[src/rtl/ex_stage.sv]
// MIPS32 execute stage: single-cycle ALU, HI/LO write request and an optional 32-iteration
// restoring divider for DIV/DIVU, compiled in only when EX_DIV_EN is defined.
module ex_stage (
    input  logic        clk,
    input  logic        rst,
    input  logic        flush,
    input  logic [7:0]  aluop_i,
    input  logic [2:0]  alusel_i,
    input  logic [31:0] reg1_i,
    input  logic [31:0] reg2_i,
    input  logic [4:0]  waddr_i,
    input  logic        wr_en_i,
    input  logic [31:0] hi_i,
    input  logic [31:0] lo_i,
    output logic [4:0]  waddr_o,
    output logic        wr_en_o,
    output logic [31:0] wdata_o,
    output logic        hilo_we_o,
    output logic [31:0] hi_o,
    output logic [31:0] lo_o,
    output logic        stallreq_o,
    output logic [1:0]  dbg_state
);
    localparam logic [7:0] OP_AND  = 8'b0010_0100, OP_OR   = 8'b0010_0101;
    localparam logic [7:0] OP_XOR  = 8'b0010_0110, OP_NOR  = 8'b0010_0111;
    localparam logic [7:0] OP_SLL  = 8'b0111_1100, OP_SRL  = 8'b0000_0010;
    localparam logic [7:0] OP_SRA  = 8'b0000_0011, OP_ADDU = 8'b0010_0001;
    localparam logic [7:0] OP_SUBU = 8'b0010_0011, OP_SLT  = 8'b0010_1010;
    localparam logic [7:0] OP_SLTU = 8'b0010_1011, OP_MFHI = 8'b0001_0000;
    localparam logic [7:0] OP_MTHI = 8'b0001_0001, OP_MFLO = 8'b0001_0010;
    localparam logic [7:0] OP_MTLO = 8'b0001_0011, OP_DIV  = 8'b0001_1010;
    localparam logic [7:0] OP_DIVU = 8'b0001_1011;
    localparam logic [2:0] SEL_NOP = 3'b000, SEL_LOGIC = 3'b001, SEL_SHIFT = 3'b010;
    localparam logic [2:0] SEL_MOVE = 3'b011, SEL_ARITH = 3'b100;

    logic [31:0] logic_res, shift_res, arith_res, move_res;
    logic        is_div, is_mt;
    logic        div_stall, div_done;
    logic [31:0] div_quot, div_rem;

    assign is_div = (aluop_i == OP_DIV) || (aluop_i == OP_DIVU);
    assign is_mt  = (aluop_i == OP_MTHI) || (aluop_i == OP_MTLO);

    always_comb begin
        logic_res = '0;
        shift_res = '0;
        arith_res = '0;
        move_res  = '0;
        case (aluop_i)
            OP_AND:  logic_res = reg1_i & reg2_i;
            OP_OR:   logic_res = reg1_i | reg2_i;
            OP_XOR:  logic_res = reg1_i ^ reg2_i;
            OP_NOR:  logic_res = ~(reg1_i | reg2_i);
            OP_SLL:  shift_res = reg2_i << reg1_i[4:0];
            OP_SRL:  shift_res = reg2_i >> reg1_i[4:0];
            OP_SRA:  shift_res = 32'($signed(reg2_i) >>> reg1_i[4:0]);
            OP_ADDU: arith_res = reg1_i + reg2_i;
            OP_SUBU: arith_res = reg1_i - reg2_i;
            OP_SLT:  arith_res = {31'd0, $signed(reg1_i) < $signed(reg2_i)};
            OP_SLTU: arith_res = {31'd0, reg1_i < reg2_i};
            OP_MFHI: move_res  = hi_i;
            OP_MFLO: move_res  = lo_i;
            default: ;
        endcase
    end

`ifdef EX_DIV_EN
    typedef enum logic [1:0] {
        S_IDLE     = 2'd0,
        S_DIV_ZERO = 2'd1,
        S_DIV_ON   = 2'd2,
        S_DIV_END  = 2'd3
    } div_state_t;

    div_state_t  state, state_nxt;
    logic [5:0]  cnt;
    logic [31:0] dvd_q, dvs_q, rem_q;
    logic        neg_quot, neg_rem;
    logic        div_signed;
    logic [31:0] a_mag, b_mag;
    logic [32:0] trial;

    assign div_signed = (aluop_i == OP_DIV);
    assign a_mag = (div_signed && reg1_i[31]) ? -reg1_i : reg1_i;
    assign b_mag = (div_signed && reg2_i[31]) ? -reg2_i : reg2_i;
    // Partial remainder shifted left by the next dividend bit, minus the divisor; bit 32 is the borrow.
    assign trial = {rem_q, dvd_q[31]} - {1'b0, dvs_q};

    always_comb begin
        state_nxt = state;
        div_stall = 1'b0;
        div_done  = 1'b0;
        case (state)
            S_IDLE: begin
                if (is_div) begin
                    div_stall = 1'b1;
                    state_nxt = (reg2_i == 32'd0) ? S_DIV_ZERO : S_DIV_ON;
                end
            end
            S_DIV_ZERO: begin
                div_stall = 1'b1;
                state_nxt = S_DIV_END;
            end
            S_DIV_ON: begin
                div_stall = 1'b1;
                if (cnt == 6'd31) state_nxt = S_DIV_END;
            end
            S_DIV_END: begin
                div_done  = 1'b1;
                state_nxt = S_IDLE;
            end
            default: state_nxt = S_IDLE;
        endcase
        if (flush) begin
            state_nxt = S_IDLE;
            div_stall = 1'b0;
            div_done  = 1'b0;
        end
    end

    always_ff @(posedge clk) begin
        if (!rst) begin
            state    <= S_IDLE;
            cnt      <= '0;
            dvd_q    <= '0;
            dvs_q    <= '0;
            rem_q    <= '0;
            neg_quot <= 1'b0;
            neg_rem  <= 1'b0;
        end else begin
            state <= state_nxt;
            if (flush) begin
                cnt <= '0;
            end else begin
                case (state)
                    S_IDLE: begin
                        if (is_div) begin
                            dvd_q    <= a_mag;
                            dvs_q    <= b_mag;
                            rem_q    <= '0;
                            cnt      <= '0;
                            neg_quot <= div_signed && (reg1_i[31] ^ reg2_i[31]);
                            neg_rem  <= div_signed && reg1_i[31];
                        end
                    end
                    S_DIV_ZERO: begin
                        dvd_q <= '0;
                        rem_q <= '0;
                    end
                    S_DIV_ON: begin
                        cnt <= cnt + 6'd1;
                        if (!trial[32]) begin
                            rem_q <= trial[31:0];
                            dvd_q <= {dvd_q[30:0], 1'b1};
                        end else begin
                            rem_q <= {rem_q[30:0], dvd_q[31]};
                            dvd_q <= {dvd_q[30:0], 1'b0};
                        end
                    end
                    default: cnt <= '0;
                endcase
            end
        end
    end

    assign div_quot  = neg_quot ? -dvd_q : dvd_q;
    assign div_rem   = neg_rem ? -rem_q : rem_q;
    assign dbg_state = state;
`else
    logic unused_nodiv;
    assign unused_nodiv = clk;
    assign div_stall = 1'b0;
    assign div_done  = 1'b0;
    assign div_quot  = '0;
    assign div_rem   = '0;
    assign dbg_state = 2'd0;
`endif

    always_comb begin
        waddr_o    = waddr_i;
        wr_en_o    = wr_en_i && !is_div && !is_mt;
        stallreq_o = div_stall;
        hilo_we_o  = 1'b0;
        hi_o       = '0;
        lo_o       = '0;
        case (alusel_i)
            SEL_LOGIC: wdata_o = logic_res;
            SEL_SHIFT: wdata_o = shift_res;
            SEL_ARITH: wdata_o = arith_res;
            SEL_MOVE:  wdata_o = move_res;
            default:   wdata_o = '0;
        endcase
        if (div_done) begin
            hilo_we_o = 1'b1;
            hi_o      = div_rem;
            lo_o      = div_quot;
        end else if (aluop_i == OP_MTHI) begin
            hilo_we_o = 1'b1;
            hi_o      = reg1_i;
            lo_o      = lo_i;
        end else if (aluop_i == OP_MTLO) begin
            hilo_we_o = 1'b1;
            hi_o      = hi_i;
            lo_o      = reg1_i;
        end
        // A flushed instruction never commits to HI/LO.
        if (flush) begin
            hilo_we_o = 1'b0;
            hi_o      = '0;
            lo_o      = '0;
        end
        if (!rst) begin
            waddr_o    = '0;
            wr_en_o    = 1'b0;
            wdata_o    = '0;
            stallreq_o = 1'b0;
            hilo_we_o  = 1'b0;
            hi_o       = '0;
            lo_o       = '0;
        end
    end
endmodule

[config.mk]
export PLATFORM = sky130hd
export DESIGN_NAME = ex_stage
export DESIGN_NICKNAME = d
export VERILOG_FILES = /design/src/rtl/ex_stage.sv
export SDC_FILE = /design/constraint.sdc
export NUM_CORES = 1
export LEC_CHECK = 0
export BUFFER_PORTS_ARGS = -buffer_cell sky130_fd_sc_hd__buf_2
export CAP_MARGIN = 20
export CORE_MARGIN = 3
export CORE_UTILIZATION = 58
export DETAILED_ROUTE_END_ITERATION = 10
export PLACE_DENSITY_LB_ADDON = 0.15
export SETUP_SLACK_MARGIN = 0.2
export SLEW_MARGIN = 20
export SYNTH_ARGS = -nofsm -noshare
export SYNTH_HDL_FRONTEND = slang
export SYNTH_SLANG_ARGS = --single-unit
[constraint.sdc]
create_clock -name vclk -period 6.64
set_input_delay 1.328 -clock vclk [all_inputs]
set_output_delay 1.328 -clock vclk [all_outputs]
set_load 0.02 [all_outputs]
==> key figures <==
Die
  – Core ar.: 17500 um^2
  – Num rows: 48
  – Initial Util: 0.599
  – Die Span Y: 140 um
  – Die Area: 19700 um^2
  – Die X: 140 um
  – Ports: 254

STA
  – Pins Over Slew Limit: 0
  – Setup_tns: 0 ns
  – Period minus WS final: 6.41 ns
  – Fmax: 156 MHz
  – Setup Viol. Count Final: 0
  – Final period utilization: 0.965
  – Hold_ws: 2.98 ns
  – RSZ-0062 raised after global routing: no
  – Worst-Margin Slew: 0.997 ns
  – Final hold viol count: 0
  – Max_slew headroom: 0.335

Synth
  – Post-synthesis compound-gate area fraction: 0.389
  – Post-Synth Adder-Cell Area: 0.122
  – Largest family of logic cells by synthesized area: compound AO/OA/AOI/OAI gates
  – Simple-Gate Fraction of Synth Area: 0.225
  – Multiplexer share of the synthesized area: 0.144
  – Xor and xnor area share after synthesis: 0.0318
  – Library cells used by synthesis: 85
  – Mean Syn Cell Area: 6.26 um^2
  – Largest area contributor in the netlist: ha_1
  – Sequential share of the synthesized area: 0
  – Synth warnings: 0
  – Cell area after synthesis: 10500 um^2
  – Top post-synthesis cells by area: ha_1 12%, a21oi_1 10%, mux2i_1 8.6%, nor2_1 7.5%, nand2_1 6.5%
  – Post-Syn Instances: 1672
  – Top cell type's share of synthesized area: 0.118

Final layout
  – Layout sequential cell count: 0
  – Layout cells sized above 1: 0.196
  – Layout area overhead: 13.4%
  – Final nets: 2083
  – Sequential cell area: 0 um^2
  – # clk buffers: 0
  – Cell area after layout: 11900 um^2
  – Final Util: 0.679

Global routing
  – Total global-route track usage: 0.472
  – Initial antenna violation count: 1
  – Largest net degree at the start of global routing: 72
  – First-pass GRT wire length: 75100 um
  – Grt ovf: 0
  – Vias in the first global route: 13.5k

Power and ir drop
  – Power Internal: 0.000289 W
  – Seq pwr share: 0
  – Clock power frac: 0
  – Switching Fraction: 0.644
  – Psw: 0.000523 W
  – VDD IR max: 0.101 mV
  – Share of total power in combinational logic: 1.000
  – Cell Pwr Density: 68.3 nW/um^2
  – Cell leakage power: 5.40 nW
  – Pwr Total: 0.000811 W

Job
  – Max cap viols: 0

Worst setup path
  – Worst EP arrival: 5.08 ns
  – CP max stage delay: 0.42 ns
  – Startpoint Class: input port
  – Crit-path max FO: 11
  – Slowest cell on crit path: o21ai_0
  – Cell chain of the critical path: buf_4 > inv_1 > ha_1 > inv_1 > fa_1 > nor2b_1 > o21ai_0 > a211oi_1 > a211oi_1 > o211ai_1 > o21ai_1 > o31a_1 > nand2b_1 > a21oi_1 > o221ai_1 > buf_2
  – Endpoint type of the worst setup path: output port
  – Critical path class: in2out
  – Required time of the worst setup path: 5.31 ns

Clock tree
  – CTS Hold Bufs: 0
  – Post-CTS Resized: 0
  – # Post-CTS Setup Buffers: 0

Detailed routing
  – Via density: 7.08
  – # DRC: 0
  – Via total after detailed routing: 14.6k
  – WL final: 49500 um
  – DR iter-0 viols: 1958
  – Routed wire length per instance: 24.1 um
  – First-pass iteration count of the detailed router: 8
  – Antenna Violating Nets Remaining: 0

Placed design
  – Cell Area, Placed: 11900 um^2
  – Number of port buffers: 250
  – Post-DP HPWL: 38400 um
  – Routability cong.: 1.08

Outcome
  – Outcome: complete, no violations

Worst hold path
  – HP Class: in2out
## per-stage QoR
stage,setup slack (ns),std cells
after floorplan,0.330,1674
after global placement,0.425,2057
after detailed placement,0.397,2057
after CTS,0.389,2057
after global routing,0.253,2058
final,0.231,2058
## worst max-delay path, delay by kind of cell
family	cells	cell delay, ns
compound gates	8	2.19
fa+ha+maj	2	0.65
simple gates	2	0.30
buf+inv	4	0.58
## synth_stat cells (6+ instances only)
master    number
a21o_1        14
mux2i_1       90
and3_1         7
buf_1         25
nor4_1         8
nand2b_1      16
buf_2          9
o21bai_1      13
o21ai_0      108
a311oi_1       6
o211ai_1      24
a221oi_1      11
nand4_1        8
nand3_1       27
o31ai_1       12
o22ai_1       44
and2_1         8
a21oi_1      218
or3_1         10
nand2_1      180
nor2_1       209
nor2b_1       13
a31oi_1       16
a211oi_1      25
o221ai_1      12
xnor2_1       35
a22oi_1       65
clkbuf_1     105
mux2_2         8
mux4_2        23
ha_1          99
a221o_1       12
nor3_1        21
a211o_1       10
inv_1         89
## cell type report
class | count | area, um^2
antenna | 1 | 2.50
fill | 1629 | 5610
inverter | 95 | 357
multi-input combinational | 1436 | 9590
tap | 225 | 282
timing repair buffer | 301 | 1640
## cells by family after synthesis
group / count (synthesis)
AO/OA/AOI/OAI: 639
AND/OR/NAND/NOR: 534
buffers and inverters: 238
multiplexers: 121
adder cells (fa/ha/maj): 101
XOR/XNOR: 38
other: 1
## layer usage
layer  part of all wire  GRT usage  vias to the layer above
li1                   -          -                     6441
met1               0.35      0.596                     6589
met2               0.42      0.729                     1278
met3               0.13     0.0700                      259
met4              0.092      0.342                        0
met5                  0          0                        -
## cells in the final DEF (no fill, tap or decap), types with 13 or more instances in the layout
cell      Yosys  routed
mux4_2       23      23
o22ai_1      44      44
a31oi_1      16      16
o21ai_0     108     108
buf_2         9     248
buf_4         4      53
o211ai_1     24      24
nand2b_1     16      16
xnor2_1      35      35
nand3_1      27      27
inv_1        89      89
nor2b_1      13      13
a22oi_1      65      65
a211oi_1     25      24
a21o_1       14      14
a21oi_1     218     218
mux2i_1      90      90
nand2_1     180     180
nor2_1      209     207
ha_1         99      98
nor3_1       21      19
o21bai_1     13      13
## final timing paths
check	from	endpoint	slack (ns)	depth (start not counted)
min	waddr_i[1]	waddr_o[1]	2.98	3
max	reg1_i[0]	wdata_o[0]	0.23	16
## power groups by stage
stage | logic (W) | registers (W) | clock network (W)
3_5_place_dp | 0.000773 | 0 | 0
6_report | 0.000811 | 0 | 0.0000000000202
5_1_grt | 0.000868 | 0 | 0.0000000000202
3_3_place_gp | 0.000762 | 0 | 0
2_1_floorplan | 0.000519 | 0 | 0
4_1_cts | 0.000778 | 0 | 0
Power figures use the tool's default switching activity.
